[src/rtl/simon_control.sv]
// Simon game control FSM: sequences pattern entry, timed playback, player repeat and game over.
// Strobes are Mealy on the current state plus submit edge and datapath flags; everything else is registered.
module simon_control #(
  parameter int DWELL      = 4,
  parameter int MAX_ROUNDS = 64
) (
  input  logic clk,
  input  logic rst,
  input  logic submit,
  input  logic legal,
  input  logic i_eq_ns,
  input  logic right_guess,
  output logic reset,
  output logic rst_i,
  output logic count_i,
  output logic count_ns,
  output logic m1,
  output logic m2,
  output logic m3,
  output logic m4,
  output logic win,
  output logic lose
);

  localparam int DW = (DWELL > 1) ? $clog2(DWELL) : 1;

  typedef enum logic [2:0] {
    S_INPUT,
    S_PLAY,
    S_PLAY_CHK,
    S_REPEAT,
    S_REP_CHK,
    S_DONE,
    S_DONE_CHK
  } state_t;

  state_t          state_q, state_d;
  logic            sub_q;
  logic [6:0]      rounds_q, rounds_d;
  logic [DW-1:0]   dwell_q, dwell_d;
  logic            win_q, win_d;
  logic            lose_q, lose_d;
  logic            go;
  logic            dwell_end;

  assign go        = submit & ~sub_q;
  assign dwell_end = (dwell_q == DW'(DWELL - 1));

  always_ff @(posedge clk) begin
    if (rst) begin
      state_q  <= S_INPUT;
      sub_q    <= 1'b0;
      rounds_q <= '0;
      dwell_q  <= '0;
      win_q    <= 1'b0;
      lose_q   <= 1'b0;
    end else begin
      state_q  <= state_d;
      sub_q    <= submit;
      rounds_q <= rounds_d;
      dwell_q  <= dwell_d;
      win_q    <= win_d;
      lose_q   <= lose_d;
    end
  end

  // Dwell defaults to zero, so it is already clear on every entry to PLAY or DONE.
  always_comb begin
    state_d  = state_q;
    rounds_d = rounds_q;
    dwell_d  = '0;
    win_d    = win_q;
    lose_d   = lose_q;
    rst_i    = 1'b0;
    count_i  = 1'b0;
    count_ns = 1'b0;

    case (state_q)
      S_INPUT: begin
        if (go && legal) begin
          count_ns = 1'b1;
          rst_i    = 1'b1;
          rounds_d = rounds_q + 7'd1;
          state_d  = S_PLAY;
        end
      end
      S_PLAY, S_DONE: begin
        if (dwell_end) begin
          count_i = 1'b1;
          state_d = (state_q == S_PLAY) ? S_PLAY_CHK : S_DONE_CHK;
        end else begin
          dwell_d = dwell_q + 1'b1;
        end
      end
      S_PLAY_CHK: begin
        if (i_eq_ns) begin
          rst_i   = 1'b1;
          state_d = S_REPEAT;
        end else begin
          state_d = S_PLAY;
        end
      end
      S_REPEAT: begin
        if (go) begin
          if (right_guess) begin
            count_i = 1'b1;
            state_d = S_REP_CHK;
          end else begin
            lose_d  = 1'b1;
            state_d = S_DONE;
          end
        end
      end
      S_REP_CHK: begin
        if (i_eq_ns) begin
          if (rounds_q == 7'(MAX_ROUNDS)) begin
            win_d   = 1'b1;
            state_d = S_DONE;
          end else begin
            state_d = S_INPUT;
          end
        end else begin
          state_d = S_REPEAT;
        end
      end
      S_DONE_CHK: begin
        // Game over never exits on its own; it just rewinds the index to loop the sequence.
        if (i_eq_ns) rst_i = 1'b1;
        state_d = S_DONE;
      end
      default: state_d = S_INPUT;
    endcase

    if (rst) begin
      rst_i    = 1'b0;
      count_i  = 1'b0;
      count_ns = 1'b0;
    end
  end

  assign reset = rst;
  assign m1    = (state_q == S_INPUT);
  assign m2    = (state_q == S_PLAY)   || (state_q == S_PLAY_CHK);
  assign m3    = (state_q == S_REPEAT) || (state_q == S_REP_CHK);
  assign m4    = (state_q == S_DONE)   || (state_q == S_DONE_CHK);
  assign win   = win_q & ~rst;
  assign lose  = lose_q & ~rst;

endmodule

[config.mk]
export PLATFORM = sky130hd
export DESIGN_NAME = simon_control
export DESIGN_NICKNAME = d
export VERILOG_FILES = /design/src/rtl/simon_control.sv
export SDC_FILE = /design/constraint.sdc
export NUM_CORES = 1
export LEC_CHECK = 0
export CELL_PAD_IN_SITES_DETAIL_PLACEMENT = 0
export CELL_PAD_IN_SITES_GLOBAL_PLACEMENT = 2
export CORE_UTILIZATION = 31
export DETAILED_ROUTE_END_ITERATION = 6
export PLACE_DENSITY_LB_ADDON = 0.1
export SETUP_SLACK_MARGIN = 0.1
export SLEW_MARGIN = 20
export SYNTH_ARGS = -nofsm -noshare
export SYNTH_HDL_FRONTEND = slang
export SYNTH_SLANG_ARGS = --single-unit
[constraint.sdc]
create_clock -name clk -period 2.4 [get_ports clk]
set_input_delay 0.48 -clock clk [delete_from_list [all_inputs] [get_ports clk]]
set_output_delay 0.48 -clock clk [all_outputs]
set_load 0.02 [all_outputs]
### Yosys cells after proc, flatten, opt, wreduce, memory -nomap -nowiden

Cells that the tools add are included.

* equal/unequal tests: 11
* add/sub/neg operators: 2
* bitwise logic cells: 7
* reduce and logical (&&, ||, !) cells: 12
* mux-type cells: 20

Operator list (count)
* $mux 3: 6
* $pmux 3 s6: 1
* $mux 1: 10
* $eq 3x3->1 const B: 3
* $reduce_and 3->1: 3
* $add 7x1->7 const B: 1
* $eq 7x7->1 const B: 1
* $eq 3x2->1 const B: 2
* $ne 2x2->1 const B: 2
* $not 1->1: 4
* $pmux 1 s2: 2
* $reduce_or 2->1: 2
* $and 1x1->1: 3
* $eq 3x1->1 const B: 1
* $logic_not 3->1: 1
* $logic_or 1x1->1: 3
* $reduce_or 3->1: 1
* $add 2x1->2 const B: 1
* $eq 2x2->1 const B: 1
* $mux 2: 1
* $ne 2x1->1 const B: 1
* $reduce_and 2->1: 1
* $logic_and 1x1->1: 1

* logic and storage cells: 58
* input bits: 6
* output and inout port bits: 10
* register bits: 15

### Depth between registers and ports, before layout

* word-level depth: 6
* gate-level depth with buffers: 5

### Worst setup path before layout

Ideal clock, no wire load.

* kind: reg2out
* from: register state_q[1]
* to: output rst_i
* setup slack: 671 ps
* arrival: 1249 ps
* required time: 1920 ps
* stages on the path, launching flop included: 4
* cells stage by stage: dfxtp_1 -> nor3_4 -> nand2_1 -> a21oi_1

* elaborated cells on any way between the ends: 6

RTL lines
* from (decl): line 37 `state_t state_q, state_d;`
* from (signal assigned): line 58 `state_q <= state_d;`
* $logic_not 3->1
* via m1: line 17 `output logic m1,`
* $pmux 1 s2: line 78 `case (state_q)`
* $mux 1: line 134 `if (rst) begin`
* to (decl): line 14 `output logic rst_i,`

The timed path passes the listed nets, and every way through them passes these cells.

### Worst setup path after layout

* from: input rst
* to: output reset

RTL lines
* from (decl): line 8 `input logic rst,`
* to (decl): line 13 `output logic reset,`

No word-level cell between the ends.

==> reports/qor.csv <==
stage;metric;value;unit
status;status;completed;
detailed_routing;met3 WL;90;µm
pwr;clock power share;18.6;%
sta;slew margin rel.;79.9;%
yosys;Yosys reg bits;15;
yosys;number of synthesis warnings;0;
layout;Finished Cell Area;1140;µm²
place;port bufs;15;
sta;final setup fails;0;
die;cell row count;18;
place;Placed Cells incl. Taps;156;
cts;CTS H-tree lvls;1;
pwr;PD cells;689;nW/µm²
pwr;Gate power share;39.4;%
detailed_routing;met1 wire length;1.09;mm
setup_path;Critical Path Most Common Cell;clkdlybuf4s50_1;
place;hpwl dp;1.46;mm
detailed_routing;WL per Instance;12.6;µm
die;core area;2520;µm²
detailed_routing;drt total wl;2.02;mm
detailed_routing;vias per std cell;4.91;
layout;ant diodes;0;
grt;total congestion overflow;0;
cts;CTS buffer count;3;
setup_path;Worst EP arrival;1740;ps
yosys;post-synthesis cell area;847;µm²
yosys;Synth Instances;104;
yosys;mean area per synthesized cell;8.14;µm²
detailed_routing;initial drt markers;10;
grt;first-pass GRT wire length;3.30;mm
grt;gr usage total;16.3;%
yosys;Syn Nets;113;
setup_path;WP buf/inv;3;
setup_path;WS Path Type;primary input to output pin;
pwr;Switching Power;288;µW
cts;TritonCTS clock tree;built;
grt;vias in the first global route;706;
die;Starting Density;33.6;%
sta;RSZ-0062 raised after global routing;true;
yosys;Synth cell types;32;
sta;fmax;449;MHz
detailed_routing;detailed-route DRC error count;0;
flow_run;Max-Cap Viols;0;
die;width of the chip;54.3;µm
sta;crit share post-route;92.7;%
sta;worst slew pin tran;301;ps
detailed_routing;vias;785;
die;die area;2950;µm²
yosys;register area share after synthesis;35.5;%
setup_path;crit path capture type;output pin;
sta;Worst Skew;6.05;ps
setup_path;critical path, cell by cell;clkdlybuf4s50_1 -> buf_4 -> clkdlybuf4s50_1;
setup_path;crit-path leading delay family;buffers and inverters;
setup_path;Crit path largest cell delay;610;ps
layout;Layout fillers;255;
pwr;Sw Share;36.6;%
sta;post-route minimum period;2220;ps
layout;nets@finish;140;
layout;Non-Filler Instances;160;
die;die height;54.3;µm
detailed_routing;routed wl met2;827;µm
pwr;Flop pwr share;42.0;%
detailed_routing;antenna violation net count after detailed routing;0;
sta;Final Hold Fails;0;
setup_path;CP Data Required Time;1920;ps
detailed_routing;DR top layer;met4;
cts;Sink Count;15;
pwr;Pleak;0.533;nW
pwr;cell internal pwr;498;µW
sta;Final Max Tran Viols;0;
cts;hold_buf cts;0;
cts;clock-pin transition on the worst setup and hold timing paths;90;ps
setup_path;reg2reg setup slack;940;ps
layout;share of cells above drive strength 1;18.5;%
grt;largest net degree at the start of global routing;14;
layout;Layout area overhead;34.7;%
detailed_routing;first-pass detailed-route iteration total;4;
grt;initial antenna violation count;0;
setup_path;CP max FO;10;
cts;root buffer selected by CTS;clkbuf_4;
layout;post-layout util;45.2;%
die;number of top-level pins;16;
place;global placer's final weighted congestion;0.685;
cts;clock latency on the worst-skew pair;280;ps
setup_path;crit start category;primary input;
cts;maximum clock path buffer count;2;
pwr;peak supply drop;426;µV
place;dpl cell area;1100;µm²
min_path;type of the most critical hold path;flop to flop;
setup_path;Worst path slowest cell;clkdlybuf4s50_1;
cells in the mapped netlist:
cell type / count / area share, %
o32ai_1: 1 / 1.0
and3b_1: 1 / 1.0
nand4bb_1: 1 / 1.3
inv_1: 4 / 1.8
nor2_1: 12 / 5.3
ha_1: 3 / 4.4
and4_1: 1 / 1.0
a21oi_1: 7 / 4.1
nand2b_1: 4 / 3.0
clkbuf_1: 3 / 1.3
nand4_1: 3 / 2.2
and3_1: 2 / 1.5
nor4_1: 2 / 1.5
nor2b_1: 6 / 4.4
a31oi_1: 4 / 3.0
xor2_1: 5 / 5.2
or3_1: 1 / 0.74
nor4b_1: 1 / 1.0
nand2_1: 4 / 1.8
or4_1: 1 / 0.89
o21ba_2: 1 / 1.2
mux2_2: 1 / 1.3
buf_2: 2 / 1.2
dfxtp_1: 15 / 35
o21ai_0: 7 / 4.1
a21o_1: 1 / 0.89
xnor2_1: 1 / 1.0
and2_1: 4 / 3.0
nand3_1: 3 / 1.8
nor3_4: 1 / 1.9
buf_4: 1 / 0.89
o22ai_1: 1 / 0.74
metal layers:
| metal | GRT usage [%] | vias to the layer above |
|---|---|---|
| li1 | - | 420 |
| met4 | 2.56 | 0 |
| met2 | 24.6 | 15 |
| met3 | 5.83 | 2 |
| met1 | 22.5 | 348 |
| met5 | 0 | - |
layout by cell type (no fill, tap or decap), drive strengths merged:
cell type / netlist / routed
a21o: 1 / 1
a21oi: 7 / 7
a31oi: 4 / 4
and2: 4 / 4
and3: 2 / 2
and3b: 1 / 1
and4: 1 / 1
buf: 3 / 13
clkbuf: 3 / 5
clkdlybuf4s50: 0 / 8
dfxtp: 15 / 15
dlygate4sd2: 0 / 2
dlymetal6s2s: 0 / 4
ha: 3 / 3
inv: 4 / 4
mux2: 1 / 1
nand2: 4 / 4
nand2b: 4 / 4
nand3: 3 / 3
nand4: 3 / 3
nand4bb: 1 / 1
nor2: 12 / 12
nor2b: 6 / 6
nor3: 1 / 1
nor4: 2 / 2
nor4b: 1 / 1
o21ai: 7 / 7
o21ba: 1 / 1
o22ai: 1 / 1
o32ai: 1 / 1
or3: 1 / 1
or4: 1 / 1
xnor2: 1 / 1
xor2: 5 / 5
cell type report:
cell class	instances	area (µm²)	area share, %
multi-input cells	79	505	44.3
flip-flops and latches	15	307	26.9
repair buffers	28	250	21.9
well taps	30	37.5	3.29
clock buffers	4	26.3	2.30
inverters	4	15.0	1.32
per-stage QoR:
stage | hold WS, ps | setup TNS (ps) | setup slack (ps) | power [mW]
floorplan | 407 | 0 | 671 | 0.496
global placement | 412 | -152 | -72.9 | 0.643
detailed placement | 417 | -213 | -115 | 0.642
CTS | 432 | 0 | 116 | 0.799
global route | 459 | 0 | 96.2 | 0.841
finish | 433 | 0 | 175 | 0.786
path summary, 6_finish.rpt:
path	startpoint	endpoint	cells after the start
max	rst	reset	3
min	dwell_q[0]$_SDFF_PP0_	dwell_q[0]$_SDFF_PP0_	1
max reg2reg	state_q[1]$_SDFFE_PP0P_	rounds_q[5]$_SDFFE_PP0N_	5
min reg2reg	dwell_q[0]$_SDFF_PP0_	dwell_q[0]$_SDFF_PP0_	1
cell families after synthesis:
group | count (synthesis) | synth area share (%)
adder cells (fa/ha/maj) | 3 | 4.43
AND/OR/NAND/NOR | 47 | 32.3
flip-flops | 15 | 35.5
buffers and inverters | 10 | 5.17
AO/OA/AOI/OAI | 22 | 15.1
XOR/XNOR | 6 | 6.20
multiplexers | 1 | 1.33
flip-flops by register name, indices dropped and copies added (netlist names):
signal,cells
win_q,1
rounds_q,7
lose_q,1
sub_q,1
state_q,3
dwell_q,2
power groups by stage:
stage | combinational (mW) | sequential (mW) | clock [mW]
floorplan | 0.197 | 0.298 | 0
global placement | 0.315 | 0.328 | 0
detailed placement | 0.314 | 0.328 | 0
CTS | 0.314 | 0.328 | 0.157
global route | 0.341 | 0.336 | 0.164
finish | 0.310 | 0.330 | 0.146
timing repair:
item,CTS,global route
endpoints found under the setup margin,6,6
gates cloned,0,0
setup buffers,0,0
resized for setup,7,7
Power figures use the tool's default switching activity.
